$ cat src/rtl/iddmm_add_seq.sv
// Issue/drain sequencer for the IDDMM pipelined word adder.
// One N+1 iteration pass per start, aligned to 1-cycle RAMs and a 2-stage adder.
module iddmm_add_seq #(
   parameter int K      = 256,
   parameter int N      = 16,
   parameter int ADDR_W = (N > 1) ? $clog2(N) : 1
) (
   input  logic              clk,
   input  logic              rst_n,
   input  logic              start,
   input  logic              carry_i,
   output logic              busy,
   output logic              done,
   output logic              rd_en,
   output logic [ADDR_W-1:0] rd_addr,
   output logic [ADDR_W:0]   j_cnt,
   output logic              carry_in,
   output logic              b_zero,
   output logic              wr_en,
   output logic [ADDR_W:0]   wr_addr
);

   localparam logic [ADDR_W:0] JLast = (ADDR_W + 1)'(N);
   localparam logic [ADDR_W:0] JOne  = (ADDR_W + 1)'(1);

   if (K < 1 || N < 1) begin : g_bad_cfg
   end

   typedef enum logic [1:0] {
      IDLE,
      ISSUE,
      DRAIN
   } state_e;

   typedef struct packed {
      logic            v;
      logic [ADDR_W:0] j;
   } stage_t;

   state_e          state_q;
   logic [ADDR_W:0] j_q;
   logic            carry_q;
   stage_t          s1_q, s2_q, s3_q;
   stage_t          s1_d;
   logic            issue;
   logic            last_wr;

   assign issue   = (state_q == ISSUE);
   assign s1_d    = {issue, j_q};
   assign last_wr = s3_q.v && (s3_q.j == JLast);

   always_ff @(posedge clk) begin
      if (!rst_n) begin
         state_q <= IDLE;
         j_q     <= '0;
         carry_q <= 1'b0;
         s1_q    <= '0;
         s2_q    <= '0;
         s3_q    <= '0;
      end else begin
         // valid/index pipe mirrors RAM latency plus both adder registers
         s1_q <= s1_d;
         s2_q <= s1_q;
         s3_q <= s2_q;
         unique case (state_q)
            IDLE: begin
               if (start) begin
                  state_q <= ISSUE;
                  j_q     <= '0;
                  carry_q <= carry_i;
               end
            end
            ISSUE: begin
               if (j_q == JLast) state_q <= DRAIN;
               else              j_q     <= j_q + JOne;
            end
            DRAIN: begin
               if (last_wr) state_q <= IDLE;
            end
            default: state_q <= IDLE;
         endcase
      end
   end

   assign busy     = (state_q != IDLE);
   assign rd_en    = issue && (j_q != JLast);
   assign rd_addr  = rd_en ? j_q[ADDR_W-1:0] : '0;
   assign j_cnt    = s1_q.v ? s1_q.j : '0;
   assign b_zero   = s1_q.v && (s1_q.j == JLast);
   assign carry_in = carry_q;
   assign wr_en    = s3_q.v;
   assign wr_addr  = s3_q.v ? s3_q.j : '0;
   assign done     = last_wr;

endmodule

$ cat config.mk
export PLATFORM = sky130hd
export DESIGN_NAME = iddmm_add_seq
export DESIGN_NICKNAME = d
export VERILOG_FILES = /design/src/rtl/iddmm_add_seq.sv
export SDC_FILE = /design/constraint.sdc
export NUM_CORES = 1
export LEC_CHECK = 0
export CORE_UTILIZATION = 50
export CTS_BUF_LIST = sky130_fd_sc_hd__clkbuf_8
export DETAILED_ROUTE_END_ITERATION = 16
export GPL_ROUTABILITY_DRIVEN = 0
export GPL_TIMING_DRIVEN = 0
export PLACE_DENSITY = 0.78
export SLEW_MARGIN = 15
export SYNTH_ARGS = -nofsm -noshare
export SYNTH_HDL_FRONTEND = slang
export SYNTH_SLANG_ARGS = --single-unit
$ cat constraint.sdc
create_clock -name clk -period 1.5 [get_ports clk]
set_input_delay 0.3 -clock clk [delete_from_list [all_inputs] [get_ports clk]]
set_output_delay 0.3 -clock clk [all_outputs]
set_load 0.05 [all_outputs]
Word-level counts from Yosys, hierarchy flattened

Index checks and enable logic that the tools add are counted.

Output and inout bits: 20
Register bits after elaboration: 26

Add/sub/neg operators: 1
Equal/unequal tests: 10
Multiplexer cells: 10
Reduce and logical (&&, ||, !) cells: 9

Operator list:

| operator              | count |
|---|---|
| $mux W5               | 4 |
| $eq A5 B5 Y1 const B  | 3 |
| $pmux W5 S2           | 1 |
| $mux W2               | 3 |
| $ne A2 B2 Y1 const B  | 3 |
| $pmux W2 S3           | 1 |
| $reduce_and A3 Y1     | 2 |
| $add A5 B1 Y5 const B | 1 |
| $ne A5 B5 Y1 const B  | 1 |
| $mux W4               | 1 |
| $reduce_bool A2 Y1    | 2 |
| $logic_and A1 B1 Y1   | 3 |
| $eq A2 B1 Y1 const B  | 1 |
| $eq A2 B2 Y1 const B  | 1 |
| $logic_not A2 Y1      | 1 |
| $ne A2 B1 Y1 const B  | 1 |
| $reduce_and A2 Y1     | 1 |

Longest topological paths before layout

Gate-level depths: netlist of the first run.

Depth after elaboration: 4
Depth in mapped cells: 6

Worst setup path before layout of the first run

Ideal clock, no wire load.

Kind: reg2out
Start: register s3_q, in the netlist wr_en
End: output port done
Data required time: 1.200 ns
Setup slack: -0.495 ns
Path buffers: 0
Arrival time: 1.695 ns
Stages on the path, launching flop included: 3
Path through: dfxtp_1 -> and2_1 -> and2_1

Cells in the longest elaborated chain, start to end: 1

Ends and longest elaborated chain:

| item                   | RTL line | RTL |
|---|---|---|
| start, declared        | 43       | `stage_t s1_q, s2_q, s3_q;` |
| start signal, assigned | 64       | `s3_q <= s2_q;` |
| $logic_and A1 B1 Y1    | 50       | `assign last_wr = s3_q.v && (s3_q.j == JLast);` |
| end, declared          | 13       | `output logic done,` |

No other way between the ends.

Worst setup path in the final report of the first run

Start: register state_q[1]
End: output port rd_addr[1]

Cells in the longest elaborated chain, start to end: 3

Ends and longest elaborated chain:

| item                   | RTL line | RTL |
|---|---|---|
| start, declared        | 40       | `state_e state_q;` |
| start signal, assigned | 54       | `state_q <= IDLE;` |
| start signal, assigned | 68       | `state_q <= ISSUE;` |
| start signal, assigned | 74       | `if (j_q == JLast) state_q <= DRAIN;` |
| $eq A2 B1 Y1           | 48       | `assign issue = (state_q == ISSUE);` |
| $logic_and A1 B1 Y1    | 86       | `assign rd_en = issue && (j_q != JLast);` |
| $mux W4                | 87       | `assign rd_addr = rd_en ? j_q[ADDR_W-1:0] : '0;` |
| end, declared          | 15       | `output logic [ADDR_W-1:0] rd_addr,` |

No other way between the ends.

==> out/qor.yml, run 1 <==
place_inst: 148
synth.top_cells.by_area: "dfxtp_1, and2_1, nand2_1"
fillerInstances: 118
areaGrowthSynthToFinish_pct: 45.21
vdd.ir_drop.worst_uv: 607.9
synth-compound-area-share_pct: 6.227
grt_max_degree: 14
clockRootBuffer: "clkbuf_8"
r2r_cells: 7
routed-via-count: 847
r2r_start: "j_q[0]"
pre_cts_slack_ns: -0.6753
syn_nets: 106
critPathArrivalTime_ns: 1.31
antenna_found_initial: 0
seq_area_frac_synth_pct: 51.81
placement.io_buffers: 23
cts_tree: "done"
maxCapViolations: 0
crit_type: "reg -> out"
coreArea_um2: 1802
cellLeakagePower_uw: 0.0006301
register_area_um2: 533.0
hold_viol: 0
drtIter0Drc: 14
cts-buffers-inserted: 3
layoutNonFillerInstCount: 163
drv_slew: 0
fin_crit_ns: 1.605
htree_levels: 1
multi_input_area_um2: 499.2
num_rows: 15
crit_path_start: "state_q[1]"
dieHeight_um: 46.83
tightest_slew_ns: 0.4861
max_freq_mhz: 622.9
grt_pass1_vias: 811
top_layer: "met4"
setup_violations: 5
yosys_warnings: 0
syn_inst: 100
hpwl_um: 1465
wl_met3_um: 87
max_stage_delay_ns: 0.34
postRouteWirelength_um: 2440
holdPathStages: 1
die_area_um2: 2193
clk_path_buf_depth: 2
cp-start-kind: "flip-flop"
r2r_slack_ns: 0.12
total_power_uw: 1251
via_per_inst: 5.196
synthArstFlopShare_pct: 0
hold_path_class: "reg -> reg"
synth-adder-area-share_pct: 2.491
synth_edf_count: 0
cp.buffers_inverters: 2
fin_ws_ns: -0.1054
clkLatencyLatePin_ns: 0.26
grt_setup_unrepaired: "yes"
crit_family: "simple AND/OR/NAND/NOR gates"
num_io_pins: 24
first_pass_iters: 3
cp_slowest_cell: "dfxtp_2"
yosys_register_bits: 26
yosysUniqueCellTypes: 27
synth_top_area_share_pct: 51.81
initial_core_util_pct: 55.76
wire_per_inst_um: 14.97
drtAntennaViolNets: 0
slew_headroom_pct: 67.72
clk_pin_slew_ns: 0.08
synth_most_common_cell: "and2_1"
r2r-end: "state_q[1]"
overflow: 0
m1WireLength_um: 969
synth_xor_area_share_pct: 0
fin_skew_ns: 0.002898
yosysTopAreaCell: "dfxtp_1"
cts_sinks: 26
hold_path_end: "s3_q[3]"
avgSynthCellArea_um2: 10.05
endpoint_kind: "primary output"
synthFlopType: "dfxtp_1"
grtUsageTotal_pct: 24.28
synth_mux_area_share_pct: 0.9963
crit_fanout: 5
min-delay-start: "s2_q[3]"
violations: "negative setup slack"
cp.required_ns: 1.20
synth_top_family_by_area: "simple AND/OR/NAND/NOR gates"
synth_area_um2: 1005
diodes: 0
synth.top_cells.by_count: "and2_1, dfxtp_1, nand2_1"
fp.dieW_um: 46.83
status: "finished, violations left"
power_density_nw_per_um2: 857.7
drive_above_1_share_pct: 42.75
crit_chain: "and2b_4, buf_6, and3_4, buf_8"
num-nets-final: 146
grt_pass1_wl_um: 3539
synth-simple-area-share_pct: 35.12
fin_crit_sh_pct: 107.0
drcViolationCount: 0
met2WireLength_um: 1296
==> cell families after synthesis <==
family / Yosys count
AND/OR/NAND/NOR: 54
flip-flops: 26
AO/OA/AOI/OAI: 10
buffers and inverters: 7
adder cells (fa/ha/maj): 2
multiplexers: 1
==> flip-flops by register name, indices dropped and copies added, names as in the netlist <==
| name | count |
|---|---|
| state_q | 2 |
| j_q | 5 |
| s2_q | 6 |
| s3_q | 5 |
| carry_in | 1 |
| wr_en | 1 |
| s1_q | 6 |
==> per-stage QoR <==
| stage | setup TNS [ns] | hold WS (ns) | utilization, % | area (um2) |
|---|---|---|---|---|
| after global placement | -4.306 | 0.4144 | 70.56 | 1271 |
| after floorplan | -0.03332 | 0.4114 | - | 1010 |
| after CTS | -0.4279 | 0.4403 | 78.68 | 1418 |
| after global routing | -0.6053 | 0.4614 | 80.97 | 1459 |
| final | -0.3503 | 0.4386 | 80.97 | 1459 |
| after detailed placement | -4.693 | 0.4188 | 70.56 | 1271 |
==> cells in the final DEF (no fill, tap or decap), types with 3 or more instances in the layout <==
cell type        Yosys  layout
and2_1              28      25
and2_4               1       4
buf_2                0       6
buf_4                0      12
buf_8                0       5
clkbuf_8             0       3
clkdlybuf4s15_2      0       4
clkdlybuf4s50_1      0       3
dfxtp_1             26      18
dfxtp_2              0       7
nand2_1              9       9
==> timing repair <==
action,4_1_cts,5_1_grt
gates cloned,0,0
hold buffers,0,0
buffers inserted,8,5
pin swaps,5,8
resized for setup,99,25
endpoints found under the setup margin,20,13
==> area by class of cell <==
cell class,instances,share of cell area (%)
sequential,26,36.54
clock buffer,3,2.830
timing repair buffer,36,22.56
tap,25,2.144
buffer,2,0.5146
inverter,4,1.201
multi-input combinational,67,34.22
==> power by group <==
| part | leakage [uW] | internal [uW] | switching [uW] |
|---|---|---|---|
| Sequential | 0.000214 | 705 | 13.2 |
| Clock | 0.0000216 | 180 | 202 |
| Combinational | 0.000394 | 68.6 | 83.0 |
| Total | 0.000630 | 953 | 298 |
==> worst max path at each step <==
stage,slack (ns),end,cells after the start
3_3_place_gp,-0.65,rd_en,6
2_1_floorplan,-0.03,done,2
5_1_grt,-0.14,rd_addr[1],4
6_report,-0.11,rd_addr[1],4
3_5_place_dp,-0.68,rd_en,6
4_1_cts,-0.17,rd_en,6
==> per-layer routing <==
| layer | vias up | track usage [%] |
|---|---|---|
| li1 | 407 | - |
| met1 | 408 | 25.18 |
| met2 | 24 | 44.72 |
| met3 | 8 | 6.538 |
| met4 | 0 | 12.00 |
| met5 | - | 0 |
Note: power is estimated with default switching activity, not from simulation.
==> run 2: changes to the inputs <==
Settings changed: CAP_MARGIN set to 20, RECOVER_POWER set to 50.
==> run 2 against run 1 <==
  * The flow still finishes with violations (negative setup slack)
  * Setup slack about the same
  * Utilization unchanged
  * Global-route usage unchanged
  * Critical path depth unchanged
  * Power about the same
  * Cell count unchanged
  * Non-clock buffer count unchanged
  * Design area unchanged
  * Sequential share of layout area unchanged
  * Via count unchanged
  * Combinational power about the same
  * Sequential power about the same
  * Critical path type unchanged
  * Largest cell class unchanged
==> out/qor.yml, run 2 (synthesis gave the netlist of run 1 again) <==
status: "finished, violations left"
violations: "negative setup slack"
maxCapViolations: 0
cts_tree: "done"
crit_chain: "and2b_4, buf_6, and3_4, buf_8"
utilization_pct: 80.97
slew_headroom_pct: 67.72
final_cell_mix: "and2_1, dfxtp_1, buf_4"
holdPathStages: 1
drcViolationCount: 0
dieHeight_um: 46.83
crit_fanout: 5
overflow: 0
timing.hold.ws_ns: 0.4386
r2r_start: "j_q[0]"
htree_levels: 1
max_stage_delay_ns: 0.34
grt_pass1_wl_um: 3539
coreArea_um2: 1802
hold_viol: 0
setup_tns_ns: -0.3505
crit_type: "reg -> out"
max_freq_mhz: 622.9
setup_violations: 5
drive_above_1_share_pct: 42.75
num_io_pins: 24
areaGrowthSynthToFinish_pct: 45.21
via_per_inst: 5.196
cellLeakagePower_uw: 0.0006294
r2r_cells: 7
r2r_slack_ns: 0.12
cp_slowest_cell: "dfxtp_2"
hold_path_class: "reg -> reg"
fin_ws_ns: -0.1054
reg_top3: "s1_q (6), s2_q (6)"
placement.io_buffers: 23
die_area_um2: 2193
wire_per_inst_um: 14.95
design_area_um2: 1459
place_area_um2: 1271
drv_slew: 0
critPathArrivalTime_ns: 1.31
min-delay-start: "s2_q[3]"
antenna_found_initial: 0
power_density_nw_per_um2: 857.2
clk_pin_slew_ns: 0.08
fp.dieW_um: 46.83
vdd.ir_drop.worst_uv: 605.5
initial_core_util_pct: 55.76
hold_path_end: "s3_q[3]"
clockRootBuffer: "clkbuf_8"
endpoint_kind: "primary output"
cts-buffers-inserted: 3
fin_crit_sh_pct: 107.0
hpwl_um: 1465
first_pass_iters: 3
postRouteWirelength_um: 2437
grtUsageTotal_pct: 24.28
r2r-end: "state_q[1]"
cts_sinks: 26
clk_path_buf_depth: 2
cp.buffers_inverters: 2
place_inst: 148
tightest_slew_ns: 0.4861
clkLatencyLatePin_ns: 0.26
cp.required_ns: 1.20
layoutNonFillerInstCount: 163
num_rows: 15
diodes: 0
mostFrequentLayoutCell: "and2_1"
num-nets-final: 146
routed-via-count: 847
grt_pass1_vias: 811
cp-start-kind: "flip-flop"
fin_crit_ns: 1.605
drtAntennaViolNets: 0
grt_max_degree: 14
grt_setup_unrepaired: "yes"
drtIter0Drc: 14
fin_skew_ns: 0.002892
crit_family: "simple AND/OR/NAND/NOR gates"
-- run 2: metal layers --
metal,vias up,GRT usage (%),wire (um)
li1,408,-,-
met1,407,25.18,966
met2,24,44.72,1296
met3,8,6.538,87
met4,0,12.00,87
met5,-,0,0
-- run 2: area by class of cell --
cell class                      instances  area [um2]
Fill cell                             118       342.8
Sequential cell                        26       533.0
Timing Repair Buffer                   36       329.1
Buffer                                  2       7.507
Multi-Input combinational cell         67       499.2
Clock buffer                            3       41.29
Tap cell                               25       31.28
Inverter                                4       17.52
-- run 2: stage by stage --
stage / power [uW] / setup WS, ns
4_1_cts: 1237 / -0.1691
6_report: 1251 / -0.1054
3_3_place_gp: 851.7 / -0.6535
3_5_place_dp: 854.7 / -0.6753
2_1_floorplan: 813.8 / -0.03332
5_1_grt: 1294 / -0.1410
-- run 2: timing repair --
action / 4_1_cts / 5_1_grt
pin swaps: 5 / 8
setup buffers: 8 / 5
gates cloned: 0 / 0
hold buffers: 0 / 0
resized for setup: 99 / 25
setup endpoints to repair: 20 / 13
-- run 2: worst register-to-register path, stage by stage, from the launching register on --
cell and delay (ns):
dfxtp_4 0.36, inv_4 0.05, ha_4 0.13, nand4bb_4 0.14, buf_4 0.16, buf_4 0.12
buf_4 0.13, o22ai_1 0.19
-- run 2: how the worst max path moves through the flow --
stage / end / from / depth (start not counted) / slack, ns
after floorplan: done / wr_en / 2 / -0.03
after global placement: rd_en / j_q[0] / 6 / -0.65
after detailed placement: rd_en / j_q[0] / 6 / -0.68
after CTS: rd_en / j_q[1] / 6 / -0.17
after global routing: rd_addr[1] / state_q[1] / 4 / -0.14
final: rd_addr[1] / state_q[1] / 4 / -0.11
-- run 2: power breakdown --
part,leakage [uW],internal [uW],switching (uW)
sequential,0.000214,705,13.2
clock,0.0000216,180,202
combinational,0.000393,67.9,82.9
total,0.000629,952,298
